[config.mk]
export PLATFORM = sky130hd
export DESIGN_NAME = tl_intersection_ctrl_flat
export DESIGN_NICKNAME = d
export VERILOG_FILES = /design/src/rtl/tl_pkg.sv /design/src/rtl/tl_intersection_ctrl_if.sv /design/src/rtl/tl_intersection_ctrl_tick_gen.sv /design/src/rtl/tl_intersection_ctrl.sv /design/src/flat_wrapper.sv
export SDC_FILE = /design/constraint.sdc
export NUM_CORES = 1
export LEC_CHECK = 0
export ABC_AREA = 1
export CAP_MARGIN = 20
export CELL_PAD_IN_SITES_DETAIL_PLACEMENT = 1
export CELL_PAD_IN_SITES_GLOBAL_PLACEMENT = 2
export CORE_ASPECT_RATIO = 0.7
export CORE_MARGIN = 5
export CORE_UTILIZATION = 32
export CTS_BUF_LIST = sky130_fd_sc_hd__clkbuf_16
export DETAILED_ROUTE_END_ITERATION = 6
export DONT_BUFFER_PORTS = 1
export PLACE_DENSITY = 0.82
export SYNTH_ARGS = -nofsm -noshare
export SYNTH_HDL_FRONTEND = slang
export SYNTH_SLANG_ARGS = --single-unit
[constraint.sdc]
create_clock -name clk -period 1.9 [get_ports clk]
set_input_delay 0.095 -clock clk [delete_from_list [all_inputs] [get_ports clk]]
set_output_delay 0.095 -clock clk [all_outputs]
set_load 0.005 [all_outputs]
[src/rtl/tl_pkg.sv]
// Shared types and constants for the two-approach intersection controller.
// Exports the state enum (3-bit, fixed encoding), the lamp patterns
// {red,yellow,green} and a helper mapping a steady state to its lamp pair.
package tl_pkg;

    localparam int unsigned STATE_W = 3;
    localparam int unsigned LIGHT_W = 3;

    typedef enum logic [STATE_W-1:0] {
        IDLE     = 3'd0,
        A_GREEN  = 3'd1,
        A_YELLOW = 3'd2,
        ALLRED_A = 3'd3,
        B_GREEN  = 3'd4,
        B_YELLOW = 3'd5,
        ALLRED_B = 3'd6,
        FLASH    = 3'd7
    } tl_state_e;

    localparam logic [LIGHT_W-1:0] RED = 3'b100;
    localparam logic [LIGHT_W-1:0] YEL = 3'b010;
    localparam logic [LIGHT_W-1:0] GRN = 3'b001;
    localparam logic [LIGHT_W-1:0] OFF = 3'b000;

    // Lamp pair {light_a, light_b} for a state; anything unlisted shows all red.
    function automatic logic [2*LIGHT_W-1:0] lights_of(input tl_state_e s);
        case (s)
            A_GREEN:  return {GRN, RED};
            A_YELLOW: return {YEL, RED};
            B_GREEN:  return {RED, GRN};
            B_YELLOW: return {RED, YEL};
            default:  return {RED, RED};
        endcase
    endfunction

endpackage

[src/rtl/tl_intersection_ctrl_if.sv]
// Signal bundle between the controller and its environment.
//   en       run enable (low freezes all timing)
//   sense_b  side-road vehicle demand
//   ped_req  pedestrian button
//   flash    night-flash request
//   light_a  approach A lamps {r,y,g}
//   light_b  approach B lamps {r,y,g}
//   walk     pedestrian walk lamp
//   state_o  current state encoding
//   tick_o   one-clock pulse per timing tick
// master: environment side (drives requests); slave: controller side.
interface tl_intersection_ctrl_if;

    logic       en;
    logic       sense_b;
    logic       ped_req;
    logic       flash;
    logic [2:0] light_a;
    logic [2:0] light_b;
    logic       walk;
    logic [2:0] state_o;
    logic       tick_o;

    modport master (
        output en, sense_b, ped_req, flash,
        input  light_a, light_b, walk, state_o, tick_o
    );

    modport slave (
        input  en, sense_b, ped_req, flash,
        output light_a, light_b, walk, state_o, tick_o
    );

endinterface

[src/rtl/tl_intersection_ctrl_tick_gen.sv]
// Timing-tick prescaler: counts 0..TICK_DIV-1 while en is high and pulses
// tick_c for the clock in which it wraps. Holds its count while en is low.
//   clk, rst  clock and asynchronous active-high reset
//   en        count enable
//   tick_c    one-clock tick pulse (decoded, qualified by en)
module tl_tick_gen #(
    parameter int unsigned TICK_DIV = 1000
) (
    input  logic clk,
    input  logic rst,
    input  logic en,
    output logic tick_c
);

    localparam int unsigned PW = (TICK_DIV > 1) ? $clog2(TICK_DIV) : 1;

    logic [PW-1:0] presc;

    assign tick_c = en && (presc == PW'(TICK_DIV - 1));

    // Prescaler counter, wraps on the tick.
    always_ff @(posedge clk or posedge rst) begin
        if (rst) begin
            presc <= '0;
        end else if (en) begin
            presc <= tick_c ? '0 : presc + PW'(1);
        end
    end

endmodule

[src/rtl/tl_intersection_ctrl.sv]
// Two-approach traffic-light controller (main road A, side road B, pedestrian
// walk on A). All timing runs off a clock-enable tick; B is served only on
// demand, pedestrian requests are latched until the next A green.
//   clk, rst  system clock, asynchronous active-high reset
//   bus       tl_intersection_ctrl_if.slave (requests in, lamps/debug out)
// Optional night-flash mode is built when FLASH_MODE_EN is defined; otherwise
// the flash input is ignored and the FLASH encoding is treated as illegal.
module tl_intersection_ctrl #(
    parameter int unsigned TICK_DIV  = 1000,
    parameter int unsigned CNT_W     = 8,
    parameter int unsigned T_GREEN_A = 30,
    parameter int unsigned T_GREEN_B = 20,
    parameter int unsigned T_YELLOW  = 3,
    parameter int unsigned T_ALLRED  = 2,
    parameter int unsigned T_WALK    = 10
) (
    input  logic                  clk,
    input  logic                  rst,
    tl_intersection_ctrl_if.slave bus
);

    import tl_pkg::*;

    localparam logic [CNT_W-1:0] LAST_GA = CNT_W'(T_GREEN_A - 1);
    localparam logic [CNT_W-1:0] LAST_GB = CNT_W'(T_GREEN_B - 1);
    localparam logic [CNT_W-1:0] LAST_Y  = CNT_W'(T_YELLOW - 1);
    localparam logic [CNT_W-1:0] LAST_AR = CNT_W'(T_ALLRED - 1);
    localparam logic [CNT_W-1:0] WALK_N  = CNT_W'(T_WALK);

    logic              tick;
    tl_state_e         state, state_n;
    logic [CNT_W-1:0]  cnt, cnt_n;
    logic              ped_pend, ped_n;
    logic              walk_arm, arm_n;
    logic [2:0]        la_q, lb_q, la_n, lb_n;
    logic              walk_q, walk_n;
`ifdef FLASH_MODE_EN
    logic              blink, blink_n;
`else
    logic              unused_flash;
    assign unused_flash = bus.flash;
`endif

    tl_tick_gen #(.TICK_DIV(TICK_DIV)) u_tick_gen (
        .clk    (clk),
        .rst    (rst),
        .en     (bus.en),
        .tick_c (tick)
    );

    // Next state, phase counter, pedestrian latch and the lamp values that
    // the next state will show (lamps are registered alongside the state).
    always_comb begin
        state_n = state;
        cnt_n   = cnt;
        ped_n   = ped_pend | bus.ped_req;
        arm_n   = walk_arm;
`ifdef FLASH_MODE_EN
        blink_n = blink;
`endif
        if (tick) begin
            cnt_n = (cnt == '1) ? cnt : cnt + CNT_W'(1);
            case (state)
                IDLE:     state_n = ALLRED_B;
                // A green is a minimum: it ends on the first tick at or past
                // its length that sees demand from B or a pedestrian.
                A_GREEN:  if (cnt >= LAST_GA && (bus.sense_b || ped_pend)) state_n = A_YELLOW;
                A_YELLOW: if (cnt == LAST_Y)  state_n = ALLRED_A;
                ALLRED_A: if (cnt == LAST_AR) state_n = B_GREEN;
                B_GREEN:  if (cnt == LAST_GB) state_n = B_YELLOW;
                B_YELLOW: if (cnt == LAST_Y)  state_n = ALLRED_B;
                ALLRED_B: if (cnt == LAST_AR) state_n = A_GREEN;
                default:  state_n = ALLRED_B;
            endcase
`ifdef FLASH_MODE_EN
            // Flash request overrides the normal sequence on any tick.
            if (state == FLASH) begin
                blink_n = ~blink;
                state_n = bus.flash ? FLASH : ALLRED_B;
            end else if (bus.flash && state != IDLE) begin
                state_n = FLASH;
                blink_n = 1'b1;
            end
`endif
        end

        if (state_n != state) begin
            cnt_n = '0;
            // Entering A green consumes the pending request; a request in the
            // same cycle survives for the next cycle.
            if (state_n == A_GREEN) begin
                arm_n = ped_pend;
                ped_n = bus.ped_req;
            end
        end

        {la_n, lb_n} = lights_of(state_n);
        walk_n       = (state_n == A_GREEN) && arm_n && (cnt_n < WALK_N);
`ifdef FLASH_MODE_EN
        if (state_n == FLASH) begin
            la_n   = blink_n ? YEL : OFF;
            lb_n   = blink_n ? RED : OFF;
            walk_n = 1'b0;
        end
`endif
    end

    // State, timing and registered outputs; everything holds while en is low.
    always_ff @(posedge clk or posedge rst) begin
        if (rst) begin
            state    <= IDLE;
            cnt      <= '0;
            ped_pend <= 1'b0;
            walk_arm <= 1'b0;
            la_q     <= RED;
            lb_q     <= RED;
            walk_q   <= 1'b0;
`ifdef FLASH_MODE_EN
            blink    <= 1'b0;
`endif
        end else if (bus.en) begin
            state    <= state_n;
            cnt      <= cnt_n;
            ped_pend <= ped_n;
            walk_arm <= arm_n;
            la_q     <= la_n;
            lb_q     <= lb_n;
            walk_q   <= walk_n;
`ifdef FLASH_MODE_EN
            blink    <= blink_n;
`endif
        end
    end

    assign bus.light_a = la_q;
    assign bus.light_b = lb_q;
    assign bus.walk    = walk_q;
    assign bus.state_o = state;
    assign bus.tick_o  = tick;

endmodule

[src/flat_wrapper.sv]
// flat-port wrapper written by rule: the top's interface ports become plain ports
module tl_intersection_ctrl_flat import tl_pkg::*;
#(
    parameter int unsigned TICK_DIV  = 1000,
    parameter int unsigned CNT_W     = 8,
    parameter int unsigned T_GREEN_A = 30,
    parameter int unsigned T_GREEN_B = 20,
    parameter int unsigned T_YELLOW  = 3,
    parameter int unsigned T_ALLRED  = 2,
    parameter int unsigned T_WALK    = 10
)
  (clk, rst, bus_en, bus_sense_b, bus_ped_req, bus_flash, bus_light_a, bus_light_b, bus_walk, bus_state_o, bus_tick_o);
  tl_intersection_ctrl_if bus_i ();
  input  logic clk;
  input  logic rst;
  input wire logic [$bits(bus_i.en)-1:0] bus_en;
  input wire logic [$bits(bus_i.sense_b)-1:0] bus_sense_b;
  input wire logic [$bits(bus_i.ped_req)-1:0] bus_ped_req;
  input wire logic [$bits(bus_i.flash)-1:0] bus_flash;
  output wire logic [$bits(bus_i.light_a)-1:0] bus_light_a;
  output wire logic [$bits(bus_i.light_b)-1:0] bus_light_b;
  output wire logic [$bits(bus_i.walk)-1:0] bus_walk;
  output wire logic [$bits(bus_i.state_o)-1:0] bus_state_o;
  output wire logic [$bits(bus_i.tick_o)-1:0] bus_tick_o;
  assign bus_i.en = bus_en;
  assign bus_i.sense_b = bus_sense_b;
  assign bus_i.ped_req = bus_ped_req;
  assign bus_i.flash = bus_flash;
  assign bus_light_a = bus_i.light_a;
  assign bus_light_b = bus_i.light_b;
  assign bus_walk = bus_i.walk;
  assign bus_state_o = bus_i.state_o;
  assign bus_tick_o = bus_i.tick_o;
  tl_intersection_ctrl #(.TICK_DIV(TICK_DIV), .CNT_W(CNT_W), .T_GREEN_A(T_GREEN_A), .T_GREEN_B(T_GREEN_B), .T_YELLOW(T_YELLOW), .T_ALLRED(T_ALLRED), .T_WALK(T_WALK)) u_core (.clk(clk), .rst(rst), .bus(bus_i));
endmodule
==> metrics.yaml, run 1 <==
power_and_ir_drop:
  powerDensity_mw_per_mm2: 675
  peakVddDrop_mv: 0.809
  p_leak_uw: 0.00149
worst_hold_path:
  min_from: "bus_en"
  whs_endpoint: "u_core.u_tick_gen.presc[0]$_DFFE_PP0P_"
  worstHoldPathCells: 2
  hp-class: "input port to flop"
floorplan:
  die_h_um: 74.8
  io_pins: 17
  core_area_sq_mm: 0.00578
  rows: 23
  die_area_sq_mm: 0.00768
  die_w_um: 103
  start_util_pct: 33.2
timing:
  rsz0062_at_grt: "true"
  hold_viol_final: 1
  period_needed_ns: 2.09
  timing.final.crit_share_pct: 110
  timing.fmax_mhz: 478
  hold_ws_ns: -0.00490
  fin_skew_ns: 0.00251
  setup_viol: 16
  worst_pin_slew_ns: 0.398
  relSlewSlack_pct: 73.5
  slew_violations: 0
  fin_ws_ns: -0.194
status:
  outcome: "finished with violations"
  violations: "hold timing, setup timing"
drt:
  first_pass_iters: 4
  vias: 2178
  first_iter_violations: 124
  viasPerCell: 5.11
  antenna_left: 0
  drt_wl_total_um: 8230
  wl_per_cell_um: 19.3
  drc_errors: 0
final_layout:
  antenna_cells: 0
  fillerInstances: 704
  area_delta_synth_final_pct: 57.9
  design_area_sq_mm: 0.00303
  num-nets-final: 362
  layout-drive-gt1-share_pct: 46.4
clocking:
  cts_buffers: 5
  cts_num_sinks: 30
  clkTransAtPathRegs_ns: 0.05
  cts_buffer_depth: 2
  cts_max_level: 2
  cts-root-buf: "clkbuf_16"
  clk_latency_ns: 0.28
  cts_tree: "built"
global_routing:
  grt_max_degree: 31
  grt_pass1_vias: 2324
  antenna_found_initial: 0
  overflow: 0
  track_usage_pct: 21.1
  grt_pass1_wl_um: 12100
worst_setup_path:
  reg2reg_depth: 12
  cp_max_fo: 8
  path_class: "flop to flop"
  ff2ff_setup_slack_ns: -0.19
  worstPathArrival_ns: 2.31
  endpoint_kind: "flop"
  r2r-end: "u_core.bus.walk$_DFFE_PP0P_"
  cp-start-kind: "flop"
  crit_required_ns: 2.12
  rr_startpoint: "u_core.u_tick_gen.presc[1]$_DFFE_PP0P_"
synth:
  synth_edf_count: 0
  synth_common_cells: "nand2_1 (64), inv_1 (41), nor2_1 (33)"
  avgSynthCellArea_sq_um: 7.07
  syn_area_sq_mm: 0.00192
  yosysMostFrequentCell: "nand2_1"
  yosysWarnings: 0
  ys_seq_area_share_pct: 39.2
  synthTopCellsByArea: "dfrtp_1 (36%), nand2_1 (13%), inv_1 (8.0%), nor2_1 (6.4%), nand3_1 (6.0%)"
  ys_ff_latch: 30
  syn-num-nets: 283
  synth_top_area_share_pct: 36.5
  dominantRegCellSynth: "dfrtp_1"
  yosysTopAreaCell: "dfrtp_1"
  synthArstFlopShare_pct: 100
  synth_cells: 272
  yosysUniqueCellTypes: 34
placement:
  portBuffers: 0
  gp_congestion: 0.825
  place_area_sq_mm: 0.00242
  post-place-ws_ns: -0.123
  place_hpwl_um: 4750
run:
  cap_viol_max_count: 0
-- worst max-delay path: stages (launching register included) --
cell,delay (ns)
dfrtp_1,0.37
ha_2,0.21
nand2_2,0.07
inv_2,0.06
nand2_2,0.06
nor2_4,0.12
buf_6,0.16
buf_8,0.13
nand4_1,0.18
xor2_2,0.24
o31ai_1,0.26
nand3_1,0.10
nand2_1,0.07
-- how the worst max path moves through the flow --
| stage | start | to | slack [ns] | cells past startpoint |
|---|---|---|---|---|
| floorplan | u_core.u_tick_gen.presc[0]$_DFFE_PP0P_ | u_core.bus.walk$_DFFE_PP0P_ | 0.14 | 12 |
| global placement | u_core.u_tick_gen.presc[0]$_DFFE_PP0P_ | u_core.bus.walk$_DFFE_PP0P_ | -0.15 | 12 |
| detailed placement | u_core.cnt[1]$_DFFE_PP0P_ | u_core.cnt[3]$_DFFE_PP0P_ | -0.12 | 13 |
| CTS | u_core.u_tick_gen.presc[1]$_DFFE_PP0P_ | u_core.bus.walk$_DFFE_PP0P_ | -0.11 | 16 |
| global route | u_core.u_tick_gen.presc[1]$_DFFE_PP0P_ | u_core.bus.light_a[2]$_DFFE_PP1P_ | -0.34 | 15 |
| finish | u_core.u_tick_gen.presc[1]$_DFFE_PP0P_ | u_core.bus.walk$_DFFE_PP0P_ | -0.19 | 12 |
-- power breakdown --
part	internal, uW	total, uW	switching (uW)
logic	186	394	209
registers	709	762	53.0
clock network	606	891	285
total	1500	2050	547
-- registers in the layout, summed over array words and instances (netlist names) --
| register | cells |
|---|---|
| u_core.bus.light_a | 3 |
| u_core.bus.light_b | 3 |
| u_core.bus.state_o | 3 |
| u_core.bus.walk | 1 |
| u_core.cnt | 8 |
| u_core.ped_pend | 1 |
| u_core.u_tick_gen.presc | 10 |
| u_core.walk_arm | 1 |
-- logic make-up (layout without fill, tap and decap cells) --
family | count (synthesis) | in the layout | share of synthesized area, %
compound gates | 34 | 34 | 11.1
xor+xnor | 6 | 6 | 2.73
fa+ha+maj | 5 | 5 | 3.26
buf+inv | 49 | 128 | 10.1
flops | 30 | 30 | 39.2
simple gates | 148 | 148 | 33.7
-- layer usage --
layer	GRT usage (%)	wire length (um)	vias up
met1	27.2	3620	1106
met2	34.9	4100	49
li1	-	-	1009
met4	8.30	167	0
met5	0	0	-
met3	4.63	333	14
-- cells in the final DEF (no fill, tap or decap), drive strengths merged, types with 2 or more instances in the layout --
master	Yosys	layout
buf	3	72
nand2	72	72
inv	44	44
nor2	40	40
dfrtp	28	28
nand3	23	23
o21ai	18	18
a21oi	8	8
nor3	6	6
clkbuf	1	5
xor2	5	5
ha	5	5
dlygate4sd3	0	4
nand4	3	3
clkinv	1	2
dfstp	2	2
nor4	2	2
-- cell type report --
cell class | count | area (sq um) | area share, %
Clock buffer | 5 | 125 | 4.12
Tap cell | 75 | 93.8 | 3.09
Clock inverter | 2 | 33.8 | 1.11
Multi-Input combinational cell | 193 | 1240 | 40.8
Sequential cell | 30 | 757 | 24.9
Inverter | 45 | 171 | 5.65
Timing Repair Buffer | 76 | 614 | 20.2
-- through the flow --
step                total power [uW]  utilization [%]  setup TNS (ns)  hold WS [ns]  cells
floorplan                        904                -               0         0.184    272
global placement                1030             41.8          -0.355        0.0921    398
detailed placement              1050             41.8          -0.929        0.0929    398
CTS                             1980             49.9          -0.394       -0.0475    420
global route                    2130             52.5           -3.64        0.0164    426
finish                          2050             52.5           -1.51      -0.00490    426
-- repair_timing --
item / in CTS / in global routing
endpoints found under the hold margin: 33 / 5
cloned: 0 / 0
gates resized for setup: 57 / 34
setup buffers: 12 / 6
endpoints found under the setup margin: 13 / 19
hold buffers: 3 / 1
pin swaps: 24 / 24
No activity file was read; power rests on OpenSTA's default activity.
==> inputs of run 2 (changes only) <==
CORE_UTILIZATION = 38   (was 32)
PLACE_DENSITY = not set   (was 0.82)
PLACE_DENSITY_LB_ADDON = 0.08   (was not set)
clock period = 2.7 ns   (was 1.9 ns; I/O delays follow)
==> metrics.yaml, run 2 (synthesis gave the netlist of run 1 again) <==
status:
  outcome: "finished clean"
global_routing:
  grt_pass1_vias: 1650
  overflow: 0
  track_usage_pct: 17.0
  antenna_found_initial: 0
  grt_pass1_wl_um: 8660
  grt_max_degree: 31
final_layout:
  reg.largest.list: "u_core.u_tick_gen.presc x10, u_core.cnt x8"
  final_common_cell: "nand2_1"
  fillerInstances: 632
  fin_cells: 352
  most-common-layout-cells: "nand2_1 (64), inv_1 (41), nor2_1 (33)"
  largest_reg_flops: 10
  num-nets-final: 293
  antenna_cells: 0
  layout-drive-gt1-share_pct: 13.1
  area_delta_synth_final_pct: 13.7
  top_register: "u_core.u_tick_gen.presc"
  final_util_pct: 45.2
timing:
  fin_ws_ns: 0.462
  timing.fmax_mhz: 447
  hold_viol_final: 0
  period_needed_ns: 2.24
  timing.final.crit_share_pct: 82.9
  setup_viol: 0
  slew_violations: 0
  setup_tns_ns: 0
  worst_pin_slew_ns: 0.452
  rsz0062_at_grt: "false"
  hold_ws_ns: 0.00662
  relSlewSlack_pct: 69.6
  fin_skew_ns: 0.00470
drt:
  dr.max_layer_used: "met4"
  drc_errors: 0
  first_iter_violations: 70
  antenna_left: 0
  wl_per_cell_um: 14.7
  drt_wl_total_um: 5170
  wl_met3_um: 257
  first_pass_iters: 4
  vias: 1735
  met2_length_um: 2000
  viasPerCell: 4.93
  met1Wirelength_um: 2850
clocking:
  cts_resized: 0
  cts-root-buf: "clkbuf_16"
  clk_latency_ns: 0.28
  hold_buffers: 3
  cts_buffers: 5
  cts_tree: "built"
  cts_setup_buffers: 0
  clkTransAtPathRegs_ns: 0.05
  cts_buffer_depth: 2
  cts_num_sinks: 30
  cts_max_level: 2
worst_setup_path:
  crit_required_ns: 2.91
  worstPathArrival_ns: 2.45
  endpoint_kind: "flop"
  path_class: "flop to flop"
  cp-start-kind: "flop"
  cp_max_fo: 13
placement:
  portBuffers: 0
  place_hpwl_um: 3990
  gp_congestion: 0.805
  post-place-cells: 341
  post-place-ws_ns: 0.483
run:
  cap_viol_max_count: 0
floorplan:
  rows: 21
  die_w_um: 95
  io_pins: 17
  core_area_sq_mm: 0.00483
  die_area_sq_mm: 0.00660
  start_util_pct: 39.8
  die_h_um: 69.5
power_and_ir_drop:
  p_leak_uw: 0.00110
  powerDensity_mw_per_mm2: 552
  peakVddDrop_mv: 0.339
worst_hold_path:
  hp-class: "input port to flop"
==> run 2: worst paths after layout <==
path,startpoint,end,slack (ns),cells past startpoint
worst min register to register,u_core.u_tick_gen.presc[6]$_DFFE_PP0P_,u_core.u_tick_gen.presc[6]$_DFFE_PP0P_,0.50,1
max in group asynchronous,rst,u_core.bus.light_b[2]$_DFFE_PP1P_,2.01,3
worst max-delay path,u_core.u_tick_gen.presc[0]$_DFFE_PP0P_,u_core.bus.walk$_DFFE_PP0P_,0.46,16
worst max register to register,u_core.u_tick_gen.presc[0]$_DFFE_PP0P_,u_core.bus.walk$_DFFE_PP0P_,0.46,16
min in group asynchronous,rst,u_core.bus.light_a[0]$_DFFE_PP0P_,0.38,3
worst min-delay path,bus_en,u_core.bus.light_a[1]$_DFFE_PP0P_,0.007,2
==> run 2: area by class of cell <==
class | instances | area [sq um] | area share (%)
Timing Repair Buffer | 7 | 60.1 | 2.75
Inverter | 45 | 169 | 7.73
Clock inverter | 3 | 16.3 | 0.745
Tap cell | 69 | 86.3 | 3.95
Multi-Input combinational cell | 193 | 975 | 44.6
Sequential cell | 30 | 753 | 34.5
Clock buffer | 5 | 125 | 5.73
==> run 2: metrics by stage <==
stage          power, uW  area, sq um
3_3_place_gp         662         2010
2_1_floorplan        636         1920
3_5_place_dp         676         2010
6_report            1210         2180
5_1_grt             1280         2180
4_1_cts             1230         2180
==> run 2: metal layers <==
layer / GRT usage [%] / up-vias
met5: 0 / -
met4: 4.64 / 0
met3: 5.42 / 7
met2: 21.6 / 33
met1: 26.8 / 814
li1: - / 881
==> run 2: critical path, cell delays in order (launching register included) <==
cell     delay [ns]
dfrtp_1        0.38
ha_1           0.22
nand2_1        0.09
inv_1          0.06
nand2_1        0.06
nor2_2         0.20
buf_4          0.25
nand2_2        0.07
o21ai_2        0.12
nand2_2        0.12
a21oi_2        0.15
nand2_2        0.08
nor2_2         0.08
nand2_1        0.06
nor2_1         0.10
nand3_1        0.08
nand2_1        0.06
==> run 2: power breakdown <==
part,internal [uW],switching (uW)
clock network,336,200
logic,46.5,79.2
registers,499,45.8
total,881,325
